`config.mk`:
```
export PLATFORM = sky130hd
export DESIGN_NAME = collisions_reader
export DESIGN_NICKNAME = d
export VERILOG_FILES = /design/src/rtl/collisions_reader.sv
export SDC_FILE = /design/constraint.sdc
export NUM_CORES = 1
export LEC_CHECK = 0
export BUFFER_PORTS_ARGS = -buffer_cell sky130_fd_sc_hd__clkbuf_2
export CAP_MARGIN = 40
export CORE_MARGIN = 3
export CORE_UTILIZATION = 53
export DETAILED_ROUTE_END_ITERATION = 8
export PLACE_DENSITY = 0.82
export SYNTH_ARGS = -nofsm -noshare
export SYNTH_HDL_FRONTEND = slang
export SYNTH_SLANG_ARGS = --single-unit
```
`constraint.sdc`:
```
create_clock -name clk -period 2 [get_ports clk]
set_input_delay 0.2 -clock clk [delete_from_list [all_inputs] [get_ports clk]]
set_output_delay 0.2 -clock clk [all_outputs]
set_load 0.01 [all_outputs]
```
`src/rtl/collisions_reader.sv`:
```
// Read-side master for the collision-record BRAM: fetches COUNT records from BASE
// through port B and serialises each into WORD_WIDTH words on a valid/ready stream.
//
// state   | meaning
// IDLE    | waiting for start; base/count latched on accept
// ISSUE   | read strobe (ceb) asserted at the current address
// CAPTURE | BRAM data arrives; latched into the record buffer
// EMIT    | record words presented low word first, one per handshake
// FINISH  | one-cycle done pulse, then back to IDLE
module collisions_reader #(
  parameter int ADDR_WIDTH = 10,
  parameter int DATA_WIDTH = 64,
  parameter int WORD_WIDTH = 16
) (
  input  logic                  clk,
  input  logic                  reset_n,
  input  logic                  start,
  input  logic [ADDR_WIDTH-1:0] base_addr,
  input  logic [ADDR_WIDTH:0]   count,
  output logic                  busy,
  output logic                  done,
  output logic                  bram_ceb,
  output logic [ADDR_WIDTH-1:0] bram_adb,
  output logic                  bram_oce,
  input  logic [DATA_WIDTH-1:0] bram_dout,
  output logic [WORD_WIDTH-1:0] word_out,
  output logic                  word_valid,
  input  logic                  word_ready
);

  localparam int NWORDS = DATA_WIDTH / WORD_WIDTH;
  localparam int IDX_W  = (NWORDS > 1) ? $clog2(NWORDS) : 1;
  localparam int CNT_W  = ADDR_WIDTH + 1;
  localparam logic [IDX_W-1:0] LAST_IDX = IDX_W'(NWORDS - 1);

  typedef enum logic [2:0] {
    S_IDLE,
    S_ISSUE,
    S_CAPTURE,
    S_EMIT,
    S_FINISH
  } state_t;

  state_t                state_q, state_d;
  logic [ADDR_WIDTH-1:0] addr_q, addr_d;
  logic [CNT_W-1:0]      remain_q, remain_d;
  logic [IDX_W-1:0]      idx_q, idx_d;
  logic [DATA_WIDTH-1:0] buf_q, buf_d;
  logic [WORD_WIDTH-1:0] words [NWORDS];

  always_ff @(posedge clk or negedge reset_n) begin
    if (!reset_n) begin
      state_q  <= S_IDLE;
      addr_q   <= '0;
      remain_q <= '0;
      idx_q    <= '0;
      buf_q    <= '0;
    end else begin
      state_q  <= state_d;
      addr_q   <= addr_d;
      remain_q <= remain_d;
      idx_q    <= idx_d;
      buf_q    <= buf_d;
    end
  end

  always_comb begin
    state_d  = state_q;
    addr_d   = addr_q;
    remain_d = remain_q;
    idx_d    = idx_q;
    buf_d    = buf_q;
    case (state_q)
      S_IDLE: begin
        if (start) begin
          addr_d   = base_addr;
          remain_d = count;
          idx_d    = '0;
          state_d  = (count == '0) ? S_FINISH : S_ISSUE;
        end
      end
      S_ISSUE: state_d = S_CAPTURE;
      S_CAPTURE: begin
        buf_d    = bram_dout;
        remain_d = remain_q - CNT_W'(1);
        // natural overflow gives the 1023 -> 0 wrap
        addr_d   = addr_q + ADDR_WIDTH'(1);
        state_d  = S_EMIT;
      end
      S_EMIT: begin
        if (word_ready) begin
          if (idx_q == LAST_IDX) begin
            idx_d   = '0;
            state_d = (remain_q != '0) ? S_ISSUE : S_FINISH;
          end else begin
            idx_d = idx_q + IDX_W'(1);
          end
        end
      end
      S_FINISH: state_d = S_IDLE;
      default:  state_d = S_IDLE;
    endcase
  end

  always_comb begin
    for (int i = 0; i < NWORDS; i++) begin
      words[i] = buf_q[i*WORD_WIDTH +: WORD_WIDTH];
    end
  end

  assign busy       = (state_q == S_ISSUE) || (state_q == S_CAPTURE) || (state_q == S_EMIT);
  assign done       = (state_q == S_FINISH);
  assign bram_ceb   = (state_q == S_ISSUE);
  assign bram_adb   = addr_q;
  assign bram_oce   = 1'b1;
  assign word_valid = (state_q == S_EMIT);
  assign word_out   = word_valid ? words[idx_q] : '0;

endmodule

```
==> run summary <==
Top_reg_cell synth: dfrtp_1
Distinct cells, synth: 47
Tot Pwr: 8.83 mW
Share of cells above drive strength 1: 33.3%
Layout Nets: 677
DRT Wirelength: 10800 microns
Sequential area share after synthesis: 51.3%
Final setup fails: 0
Placed inst area: 5140 sq um
PwrDens: 1610 nW/um^2
DRC violations left: 0
Placed cell count: 672
Clock root cell: clkbuf_8
CTS tree: yes
GP Congestion: 0.887
Antenna cell count: 0
Vias in the first global route: 3871
Syn Nets: 561
Rows: 32
Critical path capture point type: output port
Run status: complete, no violations
Sequential cell area: 2250 sq um
Worst Skew: 14.4 ps
CTS Buffer Depth: 2
Tcrit/Tclk final: 97.3%
Post-synthesis register bit count: 90
Crit path DAT: 1750 ps
1st-iter DRT viols: 241
Peak VDD IR: 0.737 mV
Clk sinks: 90
Pin count of the biggest net entering global routing: 68
Port Buffers: 118
RSZ-0062 raised after global routing: yes
Final instance area: 5490 sq um
Fillers: 593
Die height: 97 microns
Synth Area per Inst: 9.38 sq um
CP Max Fanout: 7
Core Box Area: 7890 sq um
Initial core utilization: 55.6%
Crit start category: register
Average wire per standard cell: 15.6 microns
Total CTS buffers: 9
Fin. max-slew vios: 0
Hpwl dp: 7580 microns
Dpl ws: 118 ps
Max-capacitance violation count: 0
ANT nets after route: 0
Total gr overflow: 0
Synthesized instance count: 468
Multi-input gate area: 2040 sq um
Max Clock Freq: 514 MHz
Post-synthesis cell area: 4390 sq um
GRT Overall Usage: 23.4%
Worst-case setup margin in the final layout: 54.9 ps
Crit path required time: 1800 ps
Post-synthesis async set-or-reset flop share: 100%
Yosys warnings: 0
Hold Fails Final Rpt: 0
CTS clk-pin slew, worst paths: 100 ps
P_leak: 2.79 nW
Drt first pass iters: 5
Synthesis-to-layout area growth: 25.1%
Post-DR vias/cell: 5.47
Routed vias: 3782
Post-synth EDFFs: 0
Ports: 120
First-pass GRT wire length: 18100 microns
H-tree levels: 3
HP Class: in -> reg
Clk_lat worst skew: 360 ps
Setup Crit Path Kind: reg -> out
Die width: 97 microns
Number of antenna violations at the first check in global routing: 0
Final min period: 1950 ps
Finished Layout Cells: 691
Die area: 9410 sq um
## path summary, 6_finish.rpt
check | from | end | slack, ps | cells after the start
max | idx_q[0]$_DFFE_PN0P_ | word_out[4] | 50 | 4
min | bram_dout[46] | buf_q[46]$_DFFE_PN0P_ | 30 | 3
max reg2reg | remain_q[2]$_DFFE_PN0P_ | remain_q[7]$_DFFE_PN0P_ | 80 | 4
min reg2reg | buf_q[60]$_DFFE_PN0P_ | buf_q[60]$_DFFE_PN0P_ | 480 | 2
max in group asynchronous | reset_n | idx_q[0]$_DFFE_PN0P_ | 990 | 3
min in group asynchronous | reset_n | buf_q[1]$_DFFE_PN0P_ | 370 | 2
## layer usage
layer  part of all wire (%)  global-route usage (%)  up-vias
met5                      0                       0        -
met1                     42                    31.2     1827
met2                     50                    37.4      133
met3                    6.8                    6.85       21
met4                    2.0                    7.24        0
li1                       -                       -     1801
## report_power, final
part	leakage (nW)	internal (mW)	switching (mW)
Sequential	1.09	2.70	0.621
Clock	0.0988	0.600	0.698
Combinational	1.60	2.19	2.03
Total	2.79	5.49	3.35
## synth_stat cells, drive strengths merged (2+ instances only)
master    n  area, sq um
a21o      2         15.0
nor3      9         45.0
nand3     9         50.1
nor3b     3         22.5
a311oi    3         26.3
nor2     17         66.3
o211ai    7         52.6
buf      14         72.6
a211oi    9         67.6
clkbuf   17         63.8
nand4     2         12.5
and2     18          113
and4      2         17.5
inv       2         7.51
ha        4         50.1
nor4      6         52.6
or3       4         30.0
a32o      2         20.0
mux4     16          360
or2       2         12.5
nand2   209          785
or4b      2         23.8
a21oi     2         10.0
dfrtp    90         2250
o221a     2         22.5
## flip-flops by register name (all words and copies together) (netlist names)
name,flops
idx_q,2
bram_adb,10
remain_q,11
state_q,3
buf_q,64
## cell families (layout without fill, tap and decap cells)
family	Yosys count	after routing	synth area share, %
other cells	1	1	0.0854
flops	90	90	51.3
buf+inv	33	154	3.28
mux	16	16	8.21
compound gates	35	35	6.41
fa+ha+maj	4	4	1.14
simple gates	289	289	29.6
## timing repair
item,CTS,global route
setup buffers,1,0
endpoints found under the hold margin,34,0
gates cloned,0,1
endpoints found under the setup margin,10,16
hold buffers,1,0
gates resized for setup,2,41
pin swaps,0,16
## cell usage in the layout, fill, tap and decap left out, drive strengths merged, types with 2 or more instances in the layout
cell        n
a211oi      9
a21o        2
a21oi       2
a311oi      3
a32o        2
and2       18
and4        2
buf        33
clkbuf    111
clkinvlp    2
dfrtp      90
ha          4
inv         6
mux4       16
nand2     209
nand3       9
nand4       2
nor2       17
nor3        9
nor3b       3
nor4        6
o211ai      7
o221a       2
or2         2
or3         4
or4b        2
## final cells by class
type | instances | area share (%)
Clock inverter | 7 | 1.50
Tap cell | 102 | 2.33
Timing Repair Buffer | 136 | 15.6
Sequential cell | 90 | 41.1
Clock buffer | 9 | 2.26
Multi-Input combinational cell | 345 | 37.1
Inverter | 2 | 0.137
## metrics by stage
| step | util [%] | hold slack (ps) | TNS, ps |
|---|---|---|---|
| after detailed placement | 65.2 | 180 | 0 |
| after global placement | 65.2 | 175 | 0 |
| final | 69.6 | 27.4 | 0 |
| after CTS | 68.1 | 16.1 | 0 |
| after floorplan | - | -95.6 | 0 |
| after global routing | 69.6 | 14.2 | -14.8 |
## worst max-delay path, stage by stage (launching register included)
cell     delay (ps)
dfrtp_2         450
buf_12          160
mux4_2          500
and2_4          170
buf_6           120
Power figures use the tool's default switching activity.
